`src/rtl/fifo_n_pkg.sv`:
```
// Shared definitions for the fifo_n show-ahead queue.
package fifo_n_pkg;

  localparam int DEF_WIDTH = 8;
  localparam int DEF_DEPTH = 4;
  localparam int DEF_AW    = 2;

  // Per-cycle operation, encoded as {pop_accept, write_accept}.
  typedef enum logic [1:0] {
    OP_NONE = 2'b00,
    OP_PUSH = 2'b01,
    OP_POP  = 2'b10,
    OP_BOTH = 2'b11
  } op_e;

endpackage

```
`src/rtl/fifo_n_if.sv`:
```
// Producer/consumer bundle for fifo_n; master drives requests, slave is the queue.
interface fifo_n_if #(
  parameter int width = fifo_n_pkg::DEF_WIDTH,
  parameter int aw    = fifo_n_pkg::DEF_AW
);
  logic             addq;
  logic             shiftq;
  logic [width-1:0] indata;
  logic             full;
  logic             empty;
  logic [width-1:0] outdata;
  logic [aw:0]      count;

  modport master (
    output addq, shiftq, indata,
    input  full, empty, outdata, count
  );

  modport slave (
    input  addq, shiftq, indata,
    output full, empty, outdata, count
  );
endinterface

```
`src/rtl/fifo_n.sv`:
```
// Show-ahead FIFO: one storage array plus read/write pointers and an occupancy count.
module fifo_n
  import fifo_n_pkg::*;
#(
  parameter int width = DEF_WIDTH,
  parameter int depth = DEF_DEPTH,
  parameter int aw    = DEF_AW
) (
  input  logic    clk,
  input  logic    reset,
  fifo_n_if.slave q
);

  localparam logic [aw:0] FULL_CNT = (aw+1)'(depth);

  logic [width-1:0] mem [depth];
  logic [aw-1:0]    wr_ptr;
  logic [aw-1:0]    rd_ptr;
  logic [aw:0]      cnt;
  logic             wr_acc;
  logic             rd_acc;
  op_e              op;

  // Flags come only from the registered count, so requests never reach them combinationally.
  assign q.full    = (cnt == FULL_CNT);
  assign q.empty   = (cnt == '0);
  assign q.count   = cnt;
  assign q.outdata = q.empty ? '0 : mem[rd_ptr];

  assign wr_acc = q.addq   && !q.full;
  assign rd_acc = q.shiftq && !q.empty;
  assign op     = op_e'({rd_acc, wr_acc});

  always_ff @(posedge clk) begin
    if (reset) begin
      wr_ptr <= '0;
      rd_ptr <= '0;
      cnt    <= '0;
    end else begin
      if (wr_acc) wr_ptr <= wr_ptr + 1'b1;
      if (rd_acc) rd_ptr <= rd_ptr + 1'b1;
      case (op)
        OP_PUSH: cnt <= cnt + 1'b1;
        OP_POP:  cnt <= cnt - 1'b1;
        default: cnt <= cnt;
      endcase
    end
  end

  // Storage is never reset; a stale slot is unreachable until rewritten.
  always_ff @(posedge clk) begin
    if (wr_acc) mem[wr_ptr] <= q.indata;
  end

endmodule
```
`src/flat_wrapper.sv`:
```
// flat-port wrapper written by rule: the top's interface ports become plain ports
module fifo_n_flat import fifo_n_pkg::*;
#(
  parameter int width = DEF_WIDTH,
  parameter int depth = DEF_DEPTH,
  parameter int aw    = DEF_AW
)
  (clk, reset, q_addq, q_shiftq, q_indata, q_full, q_empty, q_outdata, q_count);
  fifo_n_if #(.width(width), .aw(aw)) q_i ();
  input  logic clk;
  input  logic reset;
  input wire logic [$bits(q_i.addq)-1:0] q_addq;
  input wire logic [$bits(q_i.shiftq)-1:0] q_shiftq;
  input wire logic [$bits(q_i.indata)-1:0] q_indata;
  output wire logic [$bits(q_i.full)-1:0] q_full;
  output wire logic [$bits(q_i.empty)-1:0] q_empty;
  output wire logic [$bits(q_i.outdata)-1:0] q_outdata;
  output wire logic [$bits(q_i.count)-1:0] q_count;
  assign q_i.addq = q_addq;
  assign q_i.shiftq = q_shiftq;
  assign q_i.indata = q_indata;
  assign q_full = q_i.full;
  assign q_empty = q_i.empty;
  assign q_outdata = q_i.outdata;
  assign q_count = q_i.count;
  fifo_n #(.width(width), .depth(depth), .aw(aw)) u_core (.clk(clk), .reset(reset), .q(q_i));
endmodule
```
`config.mk`:
```
export PLATFORM = sky130hd
export DESIGN_NAME = fifo_n_flat
export DESIGN_NICKNAME = d
export VERILOG_FILES = /design/src/rtl/fifo_n_pkg.sv /design/src/rtl/fifo_n_if.sv /design/src/rtl/fifo_n.sv /design/src/flat_wrapper.sv
export SDC_FILE = /design/constraint.sdc
export NUM_CORES = 1
export LEC_CHECK = 0
export CAP_MARGIN = 20
export CORE_MARGIN = 1
export CORE_UTILIZATION = 53
export DETAILED_ROUTE_END_ITERATION = 8
export GPL_TIMING_DRIVEN = 0
export PLACE_DENSITY = 0.78
export SYNTH_ARGS = -nofsm -noshare
export SYNTH_HDL_FRONTEND = slang
export SYNTH_SLANG_ARGS = --single-unit
```
`constraint.sdc`:
```
create_clock -name clk -period 2.4 [get_ports clk]
set_input_delay 0.36 -clock clk [delete_from_list [all_inputs] [get_ports clk]]
set_output_delay 0.36 -clock clk [all_outputs]
set_load 0.02 [all_outputs]
```
==> flow_metrics.py <==
metrics = {
    "status": {
        "outcome": "complete, no violations",
    },
    "setup_path": {
        "slowest_delay_ns": 0.64,
        "r2r-end": "u_core.q.count[2]",
        "cpMaxStageDelayCell": "clkdlybuf4s50_1",
        "critPathCaptureType": "output pin",
        "r2r.worst_path.cells": 9,
        "crit_type": "flip-flop to output pin",
        "critPathLaunchType": "flip-flop",
        "crit_chain": "nor3_2 > buf_6 > clkdlybuf4s50_1",
        "reg2reg_slack_ns": 0.21,
        "critPathBufInv": 2,
        "timing.rr.start": "u_core.q.count[2]",
        "critPathMaxFanout": 10,
        "crit_family": "buffers and inverters",
        "crit_arrival_ns": 1.90,
        "cp.required_ns": 2.04,
    },
    "floorplan": {
        "core_mm2": 0.00310,
        "fp.dieH_um": 59.6,
        "die_w_um": 59.6,
        "die_area_mm2": 0.00355,
        "ios": 25,
        "start_util_pct": 56.7,
        "rows": 20,
    },
    "global_route": {
        "grtUsageTotal_pct": 18.5,
        "grt_pass1_vias": 949,
        "grt_pass1_wl_um": 4390,
        "grt.overflow.total": 0,
        "grt_antenna_before_repair": 0,
        "grt_max_degree": 13,
    },
    "placement": {
        "io_buffers": 23,
        "dp_hpwl_um": 2030,
        "dpl_cell_area_mm2": 0.00205,
        "gp_congestion": 0.721,
        "dp_slack_ns": 0.0803,
    },
    "timing": {
        "worstMarginPinSlew_ns": 0.438,
        "holdWs_ns": 0.362,
        "setup_ws_ns": 0.138,
        "fmaxAchievable_mhz": 442,
        "tns_ns": 0,
        "period_share_pct": 94.3,
        "relSlewSlack_pct": 70.8,
        "hold_viol_final": 0,
        "clock_skew_ns": 0.00499,
        "period_needed_ns": 2.26,
        "setup_violations": 0,
        "rsz0062_at_grt": "no",
        "slew_viol_final": 0,
    },
    "yosys": {
        "synth-seq-area-share_pct": 64.9,
        "synth_area_mm2": 0.00176,
        "synth_fp_nets": 123,
        "yosys.cell_types.count": 23,
        "synth_area_per_cell_um2": 16.8,
        "synth_seq_cells": 41,
        "netlist_instances": 105,
        "yosys_warnings": 0,
    },
    "cells_and_area": {
        "drive_gt1_share_pct": 20.6,
        "nets": 153,
        "multi_input_area_um2": 563,
        "final_common_cell": "edfxtp_1",
        "area_growth_pct": 20.8,
        "diodes": 0,
        "layout_common_cells": "32 x edfxtp_1, 15 x clkdlybuf4s50_1, 9 x dfxtp_1",
        "nFillCells": 233,
        "design_area_mm2": 0.00213,
        "regArea_mm2": 0.00114,
    },
    "cts": {
        "clk_pin_slew_ns": 0.11,
        "cts_made_buffers": 5,
        "cts_buffer_depth": 2,
        "post-cts-setup-buffer-count": 0,
        "htree_levels": 2,
        "ctsHoldBuffers": 0,
        "cts-root-buf": "clkbuf_4",
        "cts_resized": 8,
        "clock_latency_ns": 0.34,
        "cts_sinks": 41,
        "cts_tree": "done",
    },
    "route": {
        "wl_met2_um": 1500,
        "vias": 928,
        "met1_length_um": 1110,
        "first_pass_iters": 4,
        "drt-initial-drc-count": 33,
        "top_layer": "met4",
        "wl_met3_um": 122,
        "routedWlPerCell_um": 15.4,
        "drc_errors": 0,
        "vias_per_cell": 5.16,
        "ant_nets": 0,
        "routed_wl_um": 2770,
    },
    "power_and_ir_drop": {
        "ir_drop_uv": 480,
        "p_comb_share_pct": 39.4,
        "power_frac_seq_pct": 40.4,
        "power.density_mw_per_mm2": 1070,
        "switching_share_pct": 31.8,
        "p_total_w": 0.00227,
        "leakage_nw": 0.780,
        "power.internal_w": 0.00155,
        "p_switching_w": 0.000722,
        "clkPwrFrac_pct": 20.2,
    },
    "min_path": {
        "hold_class": "input port to flip-flop",
        "min_path_cells": 2,
        "min_to": "u_core.q.count[0]",
        "hold_start": "reset",
    },
    "flow_run": {
        "maxCapViolCount": 0,
    },
}
[registers in the layout, summed over array words and instances (netlist names), named ones only]
name	count
u_core.mem	32
u_core.rd_ptr	2
u_core.wr_ptr	2
u_core.q.count	3
[stage by stage]
| stage | cells | utilization, % |
|---|---|---|
| 2_1_floorplan | 105 | - |
| 3_3_place_gp | 172 | 66.1 |
| 3_5_place_dp | 172 | 66.1 |
| 4_1_cts | 180 | 68.5 |
| 5_1_grt | 180 | 68.5 |
| 6_report | 180 | 68.5 |
[worst reg2reg max path, delay by kind of cell, from the launching register on]
kind / cells / cell delay (ns)
compound gates: 1 / 0.14
flops: 1 / 0.45
simple gates: 3 / 0.72
fa+ha+maj: 2 / 0.54
xor+xnor: 1 / 0.16
buf+inv: 2 / 0.14
[worst max path at each step]
| stage | startpoint | to | slack (ns) | depth (start not counted) |
|---|---|---|---|---|
| floorplan | u_core.q.count[2] | u_core.q.count[2] | 0.1 | 9 |
| global placement | q_shiftq | u_core.q.count[2] | 0.14 | 9 |
| detailed placement | q_shiftq | u_core.q.count[2] | 0.08 | 9 |
| CTS | u_core.q.count[0] | q_empty | 0.11 | 3 |
| global route | u_core.q.count[0] | q_empty | 0.04 | 3 |
| finish | u_core.q.count[0] | q_empty | 0.14 | 3 |
[cell families (layout without fill, tap and decap cells)]
| family | count (synthesis) | after routing | share of synthesized area (%) |
|---|---|---|---|
| compound gates | 8 | 8 | 2.42 |
| xor+xnor | 3 | 3 | 1.49 |
| fa+ha+maj | 6 | 6 | 4.69 |
| buf+inv | 12 | 43 | 3.48 |
| flops | 41 | 41 | 64.9 |
| mux | 9 | 9 | 10.8 |
| simple gates | 26 | 26 | 12.2 |
[power groups by stage]
stage	logic [W]	clock network, W	registers (W)
after floorplan	0.000648	0	0.000940
after global placement	0.000941	0	0.000926
after detailed placement	0.000963	0	0.000936
after CTS	0.000913	0.000471	0.000920
after global routing	0.000969	0.000496	0.000927
final	0.000896	0.000458	0.000919
[cell usage after synthesis (all sizes together)]
master  number  area share (%)
a21oi        4             1.1
and2         4             1.4
buf          3             1.5
clkbuf       1            0.28
dfxtp        9              10
edfxtp      32              55
fa           1             1.1
ha           5             3.6
inv          8             1.7
mux2i        1            0.57
mux4         8              10
nand2        1            0.21
nand2b       2            0.71
nor2         6             1.3
nor2b        8             6.3
nor3         1            0.57
nor3b        1            0.71
o21ai        3            0.85
o31ai        1            0.43
or3          3             1.1
xor2         3             1.5
[layer usage]
metal	up-vias	global-route usage [%]
met4	0	12.0
met5	-	0
met2	21	30.8
li1	442	-
met3	4	4.80
met1	461	21.2
[layout make-up]
type / instances / area share, %
Buffer: 4 / 1.47
Clock inverter: 1 / 1.41
Timing Repair Buffer: 23 / 10.4
Multi-Input combinational cell: 52 / 26.5
Tap cell: 44 / 2.59
Clock buffer: 7 / 2.59
Inverter: 8 / 1.41
Sequential cell: 41 / 53.7
Note: power is estimated with default switching activity, not from simulation.
